`config.mk`:
```
export PLATFORM = sky130hd
export DESIGN_NAME = onchip_mem_arbiter
export DESIGN_NICKNAME = d
export VERILOG_FILES = /design/src/rtl/onchip_mem_arbiter.sv
export SDC_FILE = /design/constraint.sdc
export NUM_CORES = 1
export LEC_CHECK = 0
export ABC_AREA = 1
export BUFFER_PORTS_ARGS = -buffer_cell sky130_fd_sc_hd__buf_2
export CAP_MARGIN = 10
export CORE_AREA = 2 2 125 127
export CTS_CLUSTER_SIZE = 28
export DETAILED_ROUTE_END_ITERATION = 16
export DIE_AREA = 0 0 127 129
export GPL_ROUTABILITY_DRIVEN = 0
export PLACE_DENSITY = 0.54
export SLEW_MARGIN = 20
export SYNTH_ARGS = -nofsm -noshare
export SYNTH_HDL_FRONTEND = slang
export SYNTH_SLANG_ARGS = --single-unit
```
`constraint.sdc`:
```
create_clock -name clk -period 1.8 [get_ports clk]
set_input_delay 0.09 -clock clk [delete_from_list [all_inputs] [get_ports clk]]
set_output_delay 0.09 -clock clk [all_outputs]
set_load 0.03 [all_outputs]
```
`src/rtl/onchip_mem_arbiter.sv`:
```
// Two-master round-robin arbiter in front of one single-port on-chip RAM.
// Supports a bounded lock so that a master can finish a read-modify-write
// without being interleaved.
// Optional build macro: ONCHIP_ARB_STATS_EN adds saturating grant and
// conflict counters (stat_gnt0, stat_gnt1, stat_conflict).
//
// Handshake: a master holds mN_read/mN_write and its qualifiers stable while
// mN_waitrequest is high. The access is accepted on a rising clock edge when
// the request is high and mN_waitrequest is low. Read data arrives exactly one
// cycle later, as a single-cycle pulse on mN_readdatavalid.
module onchip_mem_arbiter #(
  parameter int ADDR_W   = 18,
  parameter int DATA_W   = 32,
  parameter int LOCK_MAX = 16
) (
  input  logic                clk,
  input  logic                reset,
  input  logic [ADDR_W-1:0]   m0_address,
  input  logic [DATA_W/8-1:0] m0_byteenable,
  input  logic                m0_read,
  input  logic                m0_write,
  input  logic [DATA_W-1:0]   m0_writedata,
  input  logic                m0_lock,
  output logic                m0_waitrequest,
  output logic [DATA_W-1:0]   m0_readdata,
  output logic                m0_readdatavalid,
  input  logic [ADDR_W-1:0]   m1_address,
  input  logic [DATA_W/8-1:0] m1_byteenable,
  input  logic                m1_read,
  input  logic                m1_write,
  input  logic [DATA_W-1:0]   m1_writedata,
  input  logic                m1_lock,
  output logic                m1_waitrequest,
  output logic [DATA_W-1:0]   m1_readdata,
  output logic                m1_readdatavalid,
  output logic [ADDR_W-1:0]   mem_address,
  output logic [DATA_W/8-1:0] mem_byteenable,
  output logic                mem_chipselect,
  output logic                mem_write,
  output logic [DATA_W-1:0]   mem_writedata,
  output logic                mem_clken,
  input  logic [DATA_W-1:0]   mem_readdata
`ifdef ONCHIP_ARB_STATS_EN
  ,
  output logic [15:0]         stat_gnt0,
  output logic [15:0]         stat_gnt1,
  output logic [15:0]         stat_conflict
`endif
);

  localparam int BE_W  = DATA_W / 8;
  localparam int CNT_W = $clog2(LOCK_MAX + 1);
  localparam logic [CNT_W-1:0] LOCK_MAX_C  = CNT_W'(LOCK_MAX);
  localparam logic [CNT_W-1:0] LOCK_LAST_C = CNT_W'(LOCK_MAX - 1);

  typedef enum logic [1:0] {IDLE, OWN0, OWN1} state_t;

  state_t            state, state_nxt;
  logic              last_gnt, last_nxt;
  logic              lock_active, lock_nxt;
  logic [CNT_W-1:0]  lock_cnt, cnt_nxt;
  logic              rd_pend, rd_tag;
  logic [ADDR_W-1:0] addr_q;
  logic [BE_W-1:0]   be_q;
  logic [DATA_W-1:0] wdata_q;

  logic              req0, req1, gnt0, gnt1, accept, win;
  logic              owner_id, owner_req, owner_lk, hold_lock;
  logic              win_wr, win_lk;
  logic [ADDR_W-1:0] win_addr;
  logic [BE_W-1:0]   win_be;
  logic [DATA_W-1:0] win_wdata;

  assign req0      = m0_read | m0_write;
  assign req1      = m1_read | m1_write;
  assign owner_id  = (state == OWN1);
  assign owner_req = owner_id ? req1 : req0;
  assign owner_lk  = owner_id ? m1_lock : m0_lock;
  assign hold_lock = lock_active && (state != IDLE);

  // Grant: the locked owner first, then the alternating tie-break, then a lone requester.
  always_comb begin
    gnt0 = 1'b0;
    gnt1 = 1'b0;
    if (reset) begin
      gnt0 = 1'b0;
    end else if (hold_lock && owner_req) begin
      gnt0 = ~owner_id;
      gnt1 = owner_id;
    end else if (hold_lock && owner_lk && (lock_cnt < LOCK_MAX_C)) begin
      gnt0 = 1'b0;  // the owner is idle but still holds the lock: the other master waits
    end else if (req0 && req1) begin
      gnt0 = last_gnt;
      gnt1 = ~last_gnt;
    end else begin
      gnt0 = req0;
      gnt1 = req1;
    end
  end

  assign accept    = gnt0 | gnt1;
  assign win       = gnt1;
  assign win_wr    = win ? m1_write : m0_write;
  assign win_lk    = win ? m1_lock : m0_lock;
  assign win_addr  = win ? m1_address : m0_address;
  assign win_be    = win ? m1_byteenable : m0_byteenable;
  assign win_wdata = win ? m1_writedata : m0_writedata;

  assign m0_waitrequest   = req0 & ~gnt0;
  assign m1_waitrequest   = req1 & ~gnt1;
  assign m0_readdata      = mem_readdata;
  assign m1_readdata      = mem_readdata;
  assign m0_readdatavalid = rd_pend & ~rd_tag & ~reset;
  assign m1_readdatavalid = rd_pend & rd_tag & ~reset;

  // RAM port: driven from the winner; address, lanes and data hold when idle.
  always_comb begin
    mem_chipselect = accept;
    mem_write      = accept & win_wr;
    mem_address    = accept ? win_addr : addr_q;
    mem_byteenable = accept ? (win_wr ? win_be : {BE_W{1'b1}}) : be_q;
    mem_writedata  = accept ? win_wdata : wdata_q;
    mem_clken      = ~reset;
  end

  // Next ownership and lock bookkeeping; lock time counts accepts and idle-held cycles alike.
  always_comb begin
    state_nxt = state;
    last_nxt  = last_gnt;
    lock_nxt  = lock_active;
    cnt_nxt   = lock_cnt;
    if (accept) begin
      cnt_nxt   = (hold_lock && (win == owner_id)) ? lock_cnt + 1'b1 : '0;
      lock_nxt  = win_lk && (cnt_nxt < LOCK_LAST_C);
      state_nxt = win ? OWN1 : OWN0;
      last_nxt  = win;
    end else if (hold_lock) begin
      if (owner_lk && (lock_cnt < LOCK_MAX_C)) begin
        cnt_nxt  = lock_cnt + 1'b1;
        lock_nxt = cnt_nxt < LOCK_LAST_C;
      end else begin
        cnt_nxt  = '0;
        lock_nxt = 1'b0;
      end
    end
  end

  // State, read tracking and held RAM-port values.
  always_ff @(posedge clk) begin
    if (reset) begin
      state       <= IDLE;
      last_gnt    <= 1'b1;
      lock_active <= 1'b0;
      lock_cnt    <= '0;
      rd_pend     <= 1'b0;
      rd_tag      <= 1'b0;
      addr_q      <= '0;
      be_q        <= '0;
      wdata_q     <= '0;
    end else begin
      state       <= state_nxt;
      last_gnt    <= last_nxt;
      lock_active <= lock_nxt;
      lock_cnt    <= cnt_nxt;
      rd_pend     <= accept & ~win_wr;
      if (accept) begin
        rd_tag  <= win;
        addr_q  <= mem_address;
        be_q    <= mem_byteenable;
        wdata_q <= mem_writedata;
      end
    end
  end

`ifdef ONCHIP_ARB_STATS_EN
  // Saturating usage counters: accepts per master and contested cycles.
  always_ff @(posedge clk) begin
    if (reset) begin
      stat_gnt0     <= '0;
      stat_gnt1     <= '0;
      stat_conflict <= '0;
    end else begin
      if (gnt0 && (stat_gnt0 != 16'hFFFF)) stat_gnt0 <= stat_gnt0 + 16'd1;
      if (gnt1 && (stat_gnt1 != 16'hFFFF)) stat_gnt1 <= stat_gnt1 + 16'd1;
      if (req0 && req1 && (stat_conflict != 16'hFFFF)) stat_conflict <= stat_conflict + 16'd1;
    end
  end
`endif

endmodule

```
==> flow_summary.yaml <==
floorplanning:
  initial_core_util: 0.247
  dieArea_mm2: 0.0164
  rows: 45
  core_area_mm2: 0.0150
  die_h_um: 129
  pin_count: 273
  die_x_um: 127
flow_run:
  maxCapViolations: 0
global_routing:
  grt_max_degree: 64
  antenna_found_initial: 0
  overflow: 0
  track_usage: 0.137
  first_global_vias: 3820
  grt_pass1_wl_um: 17900
worst_hold_path:
  hold_class: "input port to register"
  min_path_cells: 3
  min_from: "m0_writedata[18]"
  min_to: "wdata_q[18]"
cts:
  clock-root-buffer: "clkbuf_16"
  numClockSinks: 64
  numCtsBuffers: 9
  ctsHoldBuffers: 0
  cts_buffer_depth: 2
  htreeDepth: 3
  clkTransAtPathRegs_ns: 0.05
  insertion_delay_ns: 0.33
  tritoncts: "built"
power_and_ir_drop:
  power_leakage_nw: 2.80
  power.total_mw: 6.02
  p_int_mw: 3.90
  ir_drop_v: 0.000445
  p_clk_frac: 0.311
  swShare: 0.352
  cellPowerDensity_mw_per_mm2: 1080
  p_switching_mw: 2.12
  comb_power_share: 0.416
  sequentialPowerShare: 0.273
sta:
  finalSetupViolations: 62
  worst_pin_slew_ns: 0.717
  tns_ns: -15.85
  hold_ws_ns: 0.0535
  rsz0062_at_grt: "true"
  relSlewSlack: 0.522
  max_freq_mhz: 465
  finalClockSkew_ns: 0.00367
  fin_crit_sh: 1.19
  layout_setup_ws_ns: -0.349
  hold_violations: 0
  report.final.slew_viol_count: 0
  layout_min_cycle_time_ns: 2.15
worst_setup_path:
  cp-end-kind: "output pin"
  crit_chain: "nor2_2, nor2_4, nand4_1, nand2_1, nand2_2, nand3_4, nand2_8, inv_12, nor2_4, nand2_1, nand2_2, inv_2, buf_2"
  startpoint_type: "register"
  rrSetupSlack_ns: -0.11
  crit_arrival_ns: 2.06
  worstPathRequired_ns: 1.71
  cp_slowest_cell: "dfxtp_4"
  reg2reg_to: "lock_cnt[1]"
  crit_type: "register to output pin"
  worst_r2r_startpoint: "state[1]"
  cp_max_fo: 8
  max_stage_delay_ns: 0.37
  reg2reg_depth: 15
synthesis:
  postSynthAreaPerCell_um2: 6.88
  synth_flop_cell: "dfxtp_1"
  ys_ff_latch: 64
  yosysWarnings: 0
  netlist_area_mm2: 0.00369
  synthArstFlopShare: 0
  yosysSeqAreaShare: 0.347
  yosysUniqueCellTypes: 30
  syn_nets: 686
  synth_cells: 537
  synth_edf_count: 0
cells_and_area:
  antenna-diode-count: 0
  area_growth_pct: 50.8
  final_nets: 833
  drive_above_1_share: 0.473
  num-fill-cells: 1615
  final_util: 0.372
drt:
  num_vias: 3922
  drc_errors: 0
  dr.first_iter.drc_count: 116
  wl_per_cell_um: 12.8
  via_per_inst: 4.47
  ant_nets: 0
  routed_wl_um: 11200
  drt_pass1_iterations: 5
place:
  dp_hpwl_um: 7750
  io_buffers: 176
run_status:
  status: "complete, but fails checks"
  violations: "negative setup slack"
## per-layer routing
| layer | global-route usage | part of all wire |
|---|---|---|
| met1 | 0.167 | 0.44 |
| met4 | 0.0718 | 0.019 |
| met2 | 0.219 | 0.47 |
| met3 | 0.0412 | 0.079 |
| met5 | 0 | 0 |
## layout make-up
cell class	instances	area, µm²	area share
tap	188	235	0.0422
inverter	24	108	0.0193
sequential	64	1290	0.232
multi-input combinational	362	1950	0.351
timing repair buffer	223	1660	0.299
clock inverter	6	82.6	0.0148
clock buffer	10	239	0.0429
## power groups by stage
| stage | Combinational, mW | Clock, mW | Sequential (mW) |
|---|---|---|---|
| after floorplan | 1.58 | 0 | 1.65 |
| after global placement | 2.00 | 0 | 1.65 |
| after detailed placement | 2.00 | 0 | 1.66 |
| after CTS | 2.44 | 1.96 | 1.63 |
| after global routing | 2.70 | 2.03 | 1.66 |
| final | 2.50 | 1.87 | 1.64 |
## how the worst max path moves through the flow
stage                  start                 to  slack, ns  cells after the start
floorplan           state[1]  mem_byteenable[0]       0.02                     11
CTS                 state[1]  mem_byteenable[0]      -0.35                     13
global route        state[1]  mem_byteenable[0]      -0.50                     13
finish              state[1]  mem_byteenable[2]      -0.35                     13
detailed placement  state[0]   mem_writedata[5]      -0.12                     12
global placement    state[1]  mem_writedata[17]       -0.1                     12
## worst max-delay path: cells and delay by family (launching register included)
family                 cells  cell delay [ns]
flip-flops                 1             0.37
AND/OR/NAND/NOR           10             1.10
buffers and inverters      3             0.25
## metrics by stage
| step | cells | worst slack (ns) | cell area [µm²] |
|---|---|---|---|
| after floorplan | 537 | 0.0249 | 3710 |
| after global placement | 852 | -0.100 | 4560 |
| after detailed placement | 852 | -0.116 | 4560 |
| after CTS | 873 | -0.349 | 5440 |
| after global routing | 877 | -0.497 | 5570 |
| final | 877 | -0.349 | 5570 |
## cell usage in the layout, fill, tap and decap left out, drive strengths merged
cell type / count
bufinv: 2
nand3: 60
clkinvlp: 1
nand4: 1
nand2: 193
xor2: 2
and2: 1
a31oi: 50
or2: 8
inv: 24
o21a: 1
clkbuf: 11
a21boi: 1
xnor2: 1
ha: 1
a21oi: 9
nor2: 25
nor3: 1
o21ai: 8
buf: 222
clkinv: 3
dfxtp: 64
## registers in the layout (all words and copies together), names as in the netlist
name and cells:
last_gnt 1, lock_active 1, lock_cnt 5, be_q 4, wdata_q 32, state 2
rd_pend 1, addr_q 18
## cells in the mapped netlist (2+ instances only)
| master | count | area (µm²) |
|---|---|---|
| a21oi_1 | 9 | 45.0 |
| a31oi_1 | 50 | 313 |
| buf_2 | 7 | 35.0 |
| buf_4 | 64 | 480 |
| buf_6 | 9 | 101 |
| clkbuf_1 | 7 | 26.3 |
| dfxtp_1 | 64 | 1280 |
| inv_1 | 21 | 78.8 |
| inv_2 | 2 | 7.51 |
| nand2_1 | 190 | 713 |
| nand2_4 | 2 | 22.5 |
| nand3_1 | 59 | 295 |
| nor2_1 | 22 | 82.6 |
| nor2_2 | 2 | 12.5 |
| o21ai_0 | 5 | 25.0 |
| o21ai_1 | 2 | 10.0 |
| or2_2 | 8 | 50.1 |
| xor2_1 | 2 | 17.5 |
## repair_timing
| item | CTS | global route |
|---|---|---|
| endpoints found under the setup margin | 85 | 117 |
| resized for setup | 153 | 32 |
| hold endpoints to repair | 0 | 0 |
| setup buffers | 5 | 4 |
| pin swaps | 6 | 6 |
## cells by family (layout without fill, tap and decap cells)
logic type	count (synthesis)	count (layout)	synth area share
AOI/OAI and AO/OA	69	69	0.113
buffers and inverters	111	263	0.199
adders and majority gates	1	1	0.00339
xor gates and xnor gates	3	3	0.00712
and+or+nand+nor	289	289	0.331
DFF	64	64	0.347
(Power assumes the default switching activity.)
